`src/rtl/rf_pkg.sv`:
```
// Shared definitions for the register_file_sb slice.
//   - Default geometry (data width, register count, read-port count).
//   - ZERO_IDX: index of the hardwired zero register.
//   - clog2: constant-evaluable ceiling log2, used to derive address widths.
package rf_pkg;

  localparam int DEF_DATA_W = 32;
  localparam int DEF_DEPTH  = 32;
  localparam int DEF_NUM_RD = 2;
  localparam int ZERO_IDX   = 0;

  // Smallest r with 2**r >= v; bounded loop so it stays constant-foldable.
  function automatic int clog2(input int v);
    int r;
    r = 0;
    for (int i = 0; i < 31; i++) begin
      if ((1 << i) < v) r = i + 1;
    end
    return r;
  endfunction

endpackage

```
`src/rtl/register_file_sb_if.sv`:
```
// Bus bundle for register_file_sb.
//   Read side : rdAddr (packed per port), rdData, rdBusy  -- combinational.
//   Write side: wrEnA/wrAddrA/wrDataA, wrEnB/wrAddrB/wrDataB (B wins on same address).
//   Issue side: rsvEn/rsvAddr marks a register busy.
//   Status    : busyCount, wrConflict -- registered.
// Timing contract: there is no valid/ready handshake. Every enable is a
// single-cycle qualifier sampled at the rising edge of clk; nothing stalls.
interface register_file_sb_if #(
  parameter int DATA_W = rf_pkg::DEF_DATA_W,
  parameter int DEPTH  = rf_pkg::DEF_DEPTH,
  parameter int NUM_RD = rf_pkg::DEF_NUM_RD
);
  localparam int ADDR_W = rf_pkg::clog2(DEPTH);

  logic [NUM_RD*ADDR_W-1:0] rdAddr;
  logic [NUM_RD*DATA_W-1:0] rdData;
  logic [NUM_RD-1:0]        rdBusy;
  logic                     wrEnA;
  logic [ADDR_W-1:0]        wrAddrA;
  logic [DATA_W-1:0]        wrDataA;
  logic                     wrEnB;
  logic [ADDR_W-1:0]        wrAddrB;
  logic [DATA_W-1:0]        wrDataB;
  logic                     rsvEn;
  logic [ADDR_W-1:0]        rsvAddr;
  logic [ADDR_W:0]          busyCount;
  logic                     wrConflict;

  modport master (
    output rdAddr, wrEnA, wrAddrA, wrDataA, wrEnB, wrAddrB, wrDataB, rsvEn, rsvAddr,
    input  rdData, rdBusy, busyCount, wrConflict
  );

  modport slave (
    input  rdAddr, wrEnA, wrAddrA, wrDataA, wrEnB, wrAddrB, wrDataB, rsvEn, rsvAddr,
    output rdData, rdBusy, busyCount, wrConflict
  );

endinterface

```
`src/rtl/rf_scoreboard.sv`:
```
// Per-register busy bits for RAW hazard detection.
//   clk, rst               : clock, synchronous active-high reset
//   wr_en_*/wr_addr_*      : write ports A and B (a write clears busy)
//   rsv_en/rsv_addr        : reserve (sets busy; wins over a same-cycle write)
//   busy_o                 : current busy vector
//   busy_next_o            : busy vector after the coming edge (for bypassed rdBusy)
//   busy_count_o           : registered popcount of busy_o, kept incrementally
//   wr_conflict_o          : registered pulse after an A/B same-address write
module rf_scoreboard
  import rf_pkg::*;
#(
  parameter int DEPTH    = DEF_DEPTH,
  parameter int ZERO_REG = 1,
  localparam int ADDR_W  = clog2(DEPTH)
) (
  input  logic              clk,
  input  logic              rst,
  input  logic              wr_en_a,
  input  logic [ADDR_W-1:0] wr_addr_a,
  input  logic              wr_en_b,
  input  logic [ADDR_W-1:0] wr_addr_b,
  input  logic              rsv_en,
  input  logic [ADDR_W-1:0] rsv_addr,
  output logic [DEPTH-1:0]  busy_o,
  output logic [DEPTH-1:0]  busy_next_o,
  output logic [ADDR_W:0]   busy_count_o,
  output logic              wr_conflict_o
);

  localparam int CNT_W = ADDR_W + 1;

  logic [DEPTH-1:0] busy_q, busy_d;
  logic [CNT_W-1:0] count_q, count_d;
  logic             conflict_q, conflict_d;
  logic             a_eff, b_eff, r_eff;
  logic             set_inc, clr_a, clr_b;

  always_comb begin
    // Traffic to the zero register is discarded before it reaches the busy bits.
    a_eff = wr_en_a && !(ZERO_REG != 0 && wr_addr_a == ADDR_W'(ZERO_IDX));
    b_eff = wr_en_b && !(ZERO_REG != 0 && wr_addr_b == ADDR_W'(ZERO_IDX));
    r_eff = rsv_en  && !(ZERO_REG != 0 && rsv_addr  == ADDR_W'(ZERO_IDX));

    // Reserve is applied last so a new producer overrides a retiring one.
    busy_d = busy_q;
    if (a_eff) busy_d[wr_addr_a] = 1'b0;
    if (b_eff) busy_d[wr_addr_b] = 1'b0;
    if (r_eff) busy_d[rsv_addr]  = 1'b1;

    // Incremental count: each term is a real 0->1 or 1->0 transition.
    // A is not counted when B hits the same address, so one bit clears once.
    set_inc = r_eff && !busy_q[rsv_addr];
    clr_a   = a_eff && busy_q[wr_addr_a]
              && !(r_eff && rsv_addr == wr_addr_a)
              && !(b_eff && wr_addr_b == wr_addr_a);
    clr_b   = b_eff && busy_q[wr_addr_b]
              && !(r_eff && rsv_addr == wr_addr_b);
    count_d = count_q + CNT_W'(set_inc) - CNT_W'(clr_a) - CNT_W'(clr_b);

    // Collision is flagged on raw enables, even when address 0 swallows the data.
    conflict_d = wr_en_a && wr_en_b && (wr_addr_a == wr_addr_b);
  end

  always_ff @(posedge clk) begin
    if (rst) begin
      busy_q     <= '0;
      count_q    <= '0;
      conflict_q <= 1'b0;
    end else begin
      busy_q     <= busy_d;
      count_q    <= count_d;
      conflict_q <= conflict_d;
    end
  end

  assign busy_o        = busy_q;
  assign busy_next_o   = busy_d;
  assign busy_count_o  = count_q;
  assign wr_conflict_o = conflict_q;

endmodule

```
`src/rtl/register_file_sb.sv`:
```
// Multi-port register file with integrated busy scoreboard.
//   clk, rst : clock, synchronous active-high reset (clears data and busy bits)
//   bus      : register_file_sb_if slave -- NUM_RD combinational read ports
//              (data + busy), two write ports (B over A), reserve port,
//              registered busyCount and wrConflict.
// BYPASS=1 forwards same-cycle write data and next-state busy to the read ports.
// ZERO_REG=1 pins register 0 to zero and never-busy.
module register_file_sb
  import rf_pkg::*;
#(
  parameter int DATA_W   = DEF_DATA_W,
  parameter int DEPTH    = DEF_DEPTH,
  parameter int NUM_RD   = DEF_NUM_RD,
  parameter int BYPASS   = 1,
  parameter int ZERO_REG = 1
) (
  input  logic               clk,
  input  logic               rst,
  register_file_sb_if.slave  bus
);

  localparam int ADDR_W = clog2(DEPTH);

  logic [DATA_W-1:0] mem_q [DEPTH];
  logic [DATA_W-1:0] mem_d [DEPTH];
  logic              wr_a_eff, wr_b_eff;
  logic [DEPTH-1:0]  busy_cur, busy_nxt;

  always_comb begin
    wr_a_eff = bus.wrEnA && !(ZERO_REG != 0 && bus.wrAddrA == ADDR_W'(ZERO_IDX));
    wr_b_eff = bus.wrEnB && !(ZERO_REG != 0 && bus.wrAddrB == ADDR_W'(ZERO_IDX));
    // B is applied second so it owns a shared address.
    mem_d = mem_q;
    if (wr_a_eff) mem_d[bus.wrAddrA] = bus.wrDataA;
    if (wr_b_eff) mem_d[bus.wrAddrB] = bus.wrDataB;
  end

  always_ff @(posedge clk) begin
    if (rst) begin
      for (int r = 0; r < DEPTH; r++) mem_q[r] <= '0;
    end else begin
      mem_q <= mem_d;
    end
  end

  rf_scoreboard #(
    .DEPTH    (DEPTH),
    .ZERO_REG (ZERO_REG)
  ) u_scoreboard (
    .clk           (clk),
    .rst           (rst),
    .wr_en_a       (bus.wrEnA),
    .wr_addr_a     (bus.wrAddrA),
    .wr_en_b       (bus.wrEnB),
    .wr_addr_b     (bus.wrAddrB),
    .rsv_en        (bus.rsvEn),
    .rsv_addr      (bus.rsvAddr),
    .busy_o        (busy_cur),
    .busy_next_o   (busy_nxt),
    .busy_count_o  (bus.busyCount),
    .wr_conflict_o (bus.wrConflict)
  );

  for (genvar g = 0; g < NUM_RD; g++) begin : g_rd
    logic [ADDR_W-1:0] rd_addr;
    logic [DATA_W-1:0] rd_data;
    logic              rd_busy;
    logic              is_zero;

    assign rd_addr = bus.rdAddr[g*ADDR_W +: ADDR_W];
    assign is_zero = (ZERO_REG != 0) && (rd_addr == ADDR_W'(ZERO_IDX));

    always_comb begin
      rd_data = mem_q[rd_addr];
      rd_busy = busy_cur[rd_addr];
      if (BYPASS != 0) begin
        // Effective enables already exclude address 0 when it is hardwired.
        if (wr_a_eff && bus.wrAddrA == rd_addr) rd_data = bus.wrDataA;
        if (wr_b_eff && bus.wrAddrB == rd_addr) rd_data = bus.wrDataB;
        rd_busy = busy_nxt[rd_addr];
      end
      if (is_zero) begin
        rd_data = '0;
        rd_busy = 1'b0;
      end
    end

    assign bus.rdData[g*DATA_W +: DATA_W] = rd_data;
    assign bus.rdBusy[g]                  = rd_busy;
  end

endmodule

```
`src/flat_wrapper.sv`:
```
// flat-port wrapper written by rule: the top's interface ports become plain ports
module register_file_sb_flat import rf_pkg::*;
#(
  parameter int DATA_W   = DEF_DATA_W,
  parameter int DEPTH    = DEF_DEPTH,
  parameter int NUM_RD   = DEF_NUM_RD,
  parameter int BYPASS   = 1,
  parameter int ZERO_REG = 1
)
  (clk, rst, bus_rdAddr, bus_wrEnA, bus_wrAddrA, bus_wrDataA, bus_wrEnB, bus_wrAddrB, bus_wrDataB, bus_rsvEn, bus_rsvAddr, bus_rdData, bus_rdBusy, bus_busyCount, bus_wrConflict);
  register_file_sb_if #(.DATA_W(DATA_W), .DEPTH(DEPTH), .NUM_RD(NUM_RD)) bus_i ();
  input  logic clk;
  input  logic rst;
  input wire logic [$bits(bus_i.rdAddr)-1:0] bus_rdAddr;
  input wire logic [$bits(bus_i.wrEnA)-1:0] bus_wrEnA;
  input wire logic [$bits(bus_i.wrAddrA)-1:0] bus_wrAddrA;
  input wire logic [$bits(bus_i.wrDataA)-1:0] bus_wrDataA;
  input wire logic [$bits(bus_i.wrEnB)-1:0] bus_wrEnB;
  input wire logic [$bits(bus_i.wrAddrB)-1:0] bus_wrAddrB;
  input wire logic [$bits(bus_i.wrDataB)-1:0] bus_wrDataB;
  input wire logic [$bits(bus_i.rsvEn)-1:0] bus_rsvEn;
  input wire logic [$bits(bus_i.rsvAddr)-1:0] bus_rsvAddr;
  output wire logic [$bits(bus_i.rdData)-1:0] bus_rdData;
  output wire logic [$bits(bus_i.rdBusy)-1:0] bus_rdBusy;
  output wire logic [$bits(bus_i.busyCount)-1:0] bus_busyCount;
  output wire logic [$bits(bus_i.wrConflict)-1:0] bus_wrConflict;
  assign bus_i.rdAddr = bus_rdAddr;
  assign bus_i.wrEnA = bus_wrEnA;
  assign bus_i.wrAddrA = bus_wrAddrA;
  assign bus_i.wrDataA = bus_wrDataA;
  assign bus_i.wrEnB = bus_wrEnB;
  assign bus_i.wrAddrB = bus_wrAddrB;
  assign bus_i.wrDataB = bus_wrDataB;
  assign bus_i.rsvEn = bus_rsvEn;
  assign bus_i.rsvAddr = bus_rsvAddr;
  assign bus_rdData = bus_i.rdData;
  assign bus_rdBusy = bus_i.rdBusy;
  assign bus_busyCount = bus_i.busyCount;
  assign bus_wrConflict = bus_i.wrConflict;
  register_file_sb #(.DATA_W(DATA_W), .DEPTH(DEPTH), .NUM_RD(NUM_RD), .BYPASS(BYPASS), .ZERO_REG(ZERO_REG)) u_core (.clk(clk), .rst(rst), .bus(bus_i));
endmodule
```
`config.mk`:
```
export PLATFORM = sky130hd
export DESIGN_NAME = register_file_sb_flat
export DESIGN_NICKNAME = d
export VERILOG_FILES = /design/src/rtl/rf_pkg.sv /design/src/rtl/register_file_sb_if.sv /design/src/rtl/rf_scoreboard.sv /design/src/rtl/register_file_sb.sv /design/src/flat_wrapper.sv
export SDC_FILE = /design/constraint.sdc
export NUM_CORES = 2
export LEC_CHECK = 0
export BUFFER_PORTS_ARGS = -buffer_cell sky130_fd_sc_hd__buf_2
export CORE_ASPECT_RATIO = 0.6
export CORE_MARGIN = 2
export CORE_UTILIZATION = 55
export DETAILED_ROUTE_END_ITERATION = 8
export PLACE_DENSITY = 0.71
export SETUP_SLACK_MARGIN = 0.4
export SYNTH_ARGS = -nofsm -noshare
export SYNTH_HDL_FRONTEND = slang
export SYNTH_SLANG_ARGS = --single-unit
```
`constraint.sdc`:
```
create_clock -name clk -period 4.09 [get_ports clk]
set_clock_uncertainty 0.05 [all_clocks]
set_input_delay 0.2045 -clock clk [delete_from_list [all_inputs] [get_ports clk]]
set_output_delay 0.2045 -clock clk [all_outputs]
set_load 0.005 [all_outputs]
```
==> run summary <==
Clocking
• number of H-tree branching levels: 3
• Num CTS Buffers: 103
• TritonCTS clock tree: built
• CTS root buf: clkbuf_16
• insertion delay to the later sink of the worst-skew pair: 0.78 ns
• CTS Buffer Depth: 3
• number of setup buffers added after CTS: 0
• number of clock sinks: 1063
• clock-pin slew on the worst setup and hold paths: 0.06 ns

Die
• Rows: 98
• Die W: 451 microns
• effective utilization at floorplan: 55.3%
• die area: 0.123 sq mm
• Boundary Pins: 167
• die height: 272 microns
• core footprint: 0.119 sq mm

Timing
• final slew viol count: 0
• final count of negative-setup-slack endpoints: 0
• shortest period the worst path allows: 3.92 ns
• f_max: 255 MHz
• period utilisation layout: 95.8%
• sum of negative setup slack: 0 ns
• setup repair after global routing missed its margin: true
• actual transition at the worst max-transition pin: 1.34 ns
• Slew headroom: 10.7%
• setup ws final: 0.171 ns
• Hold Vio Cnt, Final: 0

Final layout
• layout cell share with drive strength beyond 1: 21.4%
• signed area change from the synthesized netlist to the final layout: 8.23%
• most frequent standard cell in the layout excluding fill and tap cells: dfxtp_1
• summed area of non-filler cells in the final layout: 0.0712 sq mm
• post-layout instance count excluding filler cells: 7730
• core occupancy in the finished layout: 59.9%
• final net count: 6148
• highest-count cells in the layout ignoring fill and taps: dfxtp_1 (1059), nor2_1 (1044), mux2i_1 (961)

Global routing
• initial antenna violation count: 23
• via count of the first global-routing pass: 54464
• largest net degree at the start of global routing: 106
• wire length of the first global-routing pass: 387000 microns
• grt ovf: 0
• overall fraction of global-route tracks in use: 43.0%

Placed design
• count of port buffers added during placement: 166
• worst slack after detailed placement: 0.0461 ns
• count of placed standard cells including taps: 7506
• final HPWL from detailed placement: 150000 microns
• cell area after placement: 0.0674 sq mm
• final estimated routing congestion in global placement: 1.04

Worst hold path
• path category of the worst min-delay check: input pin to register

Power and ir drop
• power per cell area: 335 mW/mm^2
• leakage power summed over all cells: 31.2 nW
• worst vdd ir: 379 uV

Logic synthesis
• top cell type's share of synthesized area: 32.3%
• dominant combinational cell family by area after synthesis: multiplexers
• count of flip-flops with a built-in enable after synthesis: 0
• total standard cell area after synthesis: 0.0658 sq mm
• Top FF cell, synth: dfxtp_1
• count of synthesis-stage warnings from yosys: 0
• syn_nets: 6566
• area share of xor/xnor cells in the synthesized design: 0.519%
• adder and majority gate portion of the synthesized area: 0.175%
• Post-Synthesis Cells: 6464
• area leader, netlist: dfxtp_1
• sequential share of the synthesized area: 32.3%
• #FFs+latches synth: 1063
• basic-gate share of the synthesized area counting and, or, nand and nor cells: 9.86%
• post-synthesis mux area share: 37.8%
• count of unique library cells instantiated by Yosys: 59
• largest cells by area after synthesis: dfxtp_1 (32%), mux4_2 (23%), mux2i_1 (15%)
• fraction of registers with async set/reset: 0%
• Synth Area in Compound Gates: 13.3%
• Avg Cell Area, Syn: 10.2 sq um

Route
• average detailed-routed wire length per instance: 35.2 microns
• Detailed Route Iter0 Violations: 10371
• DRC violations left: 0
• First-pass DRT Iterations: 6
• Vias: 58449
• Via-to-Cell Ratio: 7.56
• wire length reported by the detailed router: 272000 microns
• post-route ant nets: 0

Critical path
• critical-path cell with the highest stage delay: o211ai_1
• endpoint kind of the worst setup timing path: output pin
• Cell Chain, Critical Path: buf_2, buf_4, or4_1, o21ai_1, nor4_4, nand3_4, o211ai_1, o21ai_1, buf_2
• crit-path max cell delay: 1.01 ns
• sort of element at the start of the critical path: input pin
• CP required: 3.84 ns
• Buf+Inv Stages, Crit Path: 3
• Data arrival, critical path: 3.66 ns
• family with the most delay on the worst path: simple AND/OR/NAND/NOR gates
• maximum net fanout on the critical path: 17
• type of the worst setup path: input pin to output pin

Run status
• outcome: finished, final reports clean

Run
• reported max-cap violation count: 0

logic make-up (layout without fill, tap and decap cells):
family / after synthesis / count (layout)
AOI/OAI and AO/OA: 1178 / 1178
xor gates and xnor gates: 39 / 39
adders and majority gates: 8 / 8
buffers and inverters: 949 / 606
DFF: 1063 / 1063
muxes: 1642 / 1642
other: 0 / 8
and+or+nand+nor: 1585 / 1586
stage by stage:
stage / hold slack [ns] / power (mW)
after floorplan: 0.273 / 12.8
after global placement: 0.413 / 13.7
after detailed placement: 0.418 / 13.7
after CTS: 0.0000870 / 23.7
after global routing: 0.0337 / 24.3
final: 0.0220 / 23.9
power breakdown:
group / internal (mW) / switching (mW) / total [mW]
sequential: 10.6 / 0.166 / 10.7
clock: 5.61 / 4.58 / 10.2
combinational: 1.05 / 1.91 / 2.96
worst paths after layout:
check / from / to / slack [ns] / cells past startpoint
max: bus_wrAddrA[1] / bus_rdData[15] / 0.17 / 9
min: bus_wrDataA[19] / u_core.mem_q[755] / 0.02 / 3
max reg2reg: u_core.u_scoreboard.busy_o[9] / u_core.u_scoreboard.busy_count_o[5] / 0.43 / 15
min reg2reg: u_core.mem_q[1016] / u_core.mem_q[1016] / 0.43 / 1
Yosys cell counts, drive strengths merged, types with 5 or more instances:
library cell	n
dfxtp	1063
nor2	1045
mux2i	961
a211oi	885
mux4	676
clkbuf	627
nand2	313
buf	306
nand3	119
a311oi	105
o21ai	105
nor2b	49
o211ai	32
xor2	21
a32oi	19
xnor2	18
inv	16
nor3	11
a31oi	7
and4b	7
nor3b	7
and4bb	6
ha	6
mux2	5
nand2b	5
nand3b	5
nor4	5
what timing repair did:
action / CTS / global route
endpoints found under the hold margin: 146 / 0
gates cloned: 0 / 1
gates resized for setup: 1 / 9
pin swaps: 0 / 2
setup endpoints to repair: 1 / 3
hold buffers: 34 / 0
sequential cells by signal, indices dropped and copies added (netlist names):
register	count
u_core.mem_q	1024
u_core.u_scoreboard.busy_o	32
u_core.u_scoreboard.busy_count_o	6
u_core.u_scoreboard.wr_conflict_o	1
routing by layer:
layer,track usage [%],up-vias,wire length (microns)
met2,58.0,5229,108000
met4,21.4,28,16400
met1,57.8,28542,101000
met3,19.5,1113,46800
met5,0.915,-,331
li1,-,23537,-
worst register-to-register path, stage by stage (launching register included):
cell and delay (ns):
dfxtp_1 0.37, mux4_2 0.53, mux4_2 0.51, mux2i_1 0.17
nor3_1 0.09, fa_1 0.51, inv_1 0.06, ha_1 0.23
ha_4 0.19, inv_1 0.08, fa_2 0.21, inv_1 0.04
a21o_1 0.16, a21oi_1 0.17, xnor2_1 0.14, nor2_1 0.06
layout make-up:
class | instances | area (sq um)
Tap cell | 1600 | 2000
Inverter | 16 | 65.1
Antenna cell | 8 | 20.0
Multi-Input combinational cell | 4453 | 41100
Clock inverter | 40 | 526
Fill cell | 9552 | 47700
Timing Repair Buffer | 409 | 3310
Sequential cell | 1063 | 21300
Clock buffer | 141 | 2910
Power figures use the tool's default switching activity.
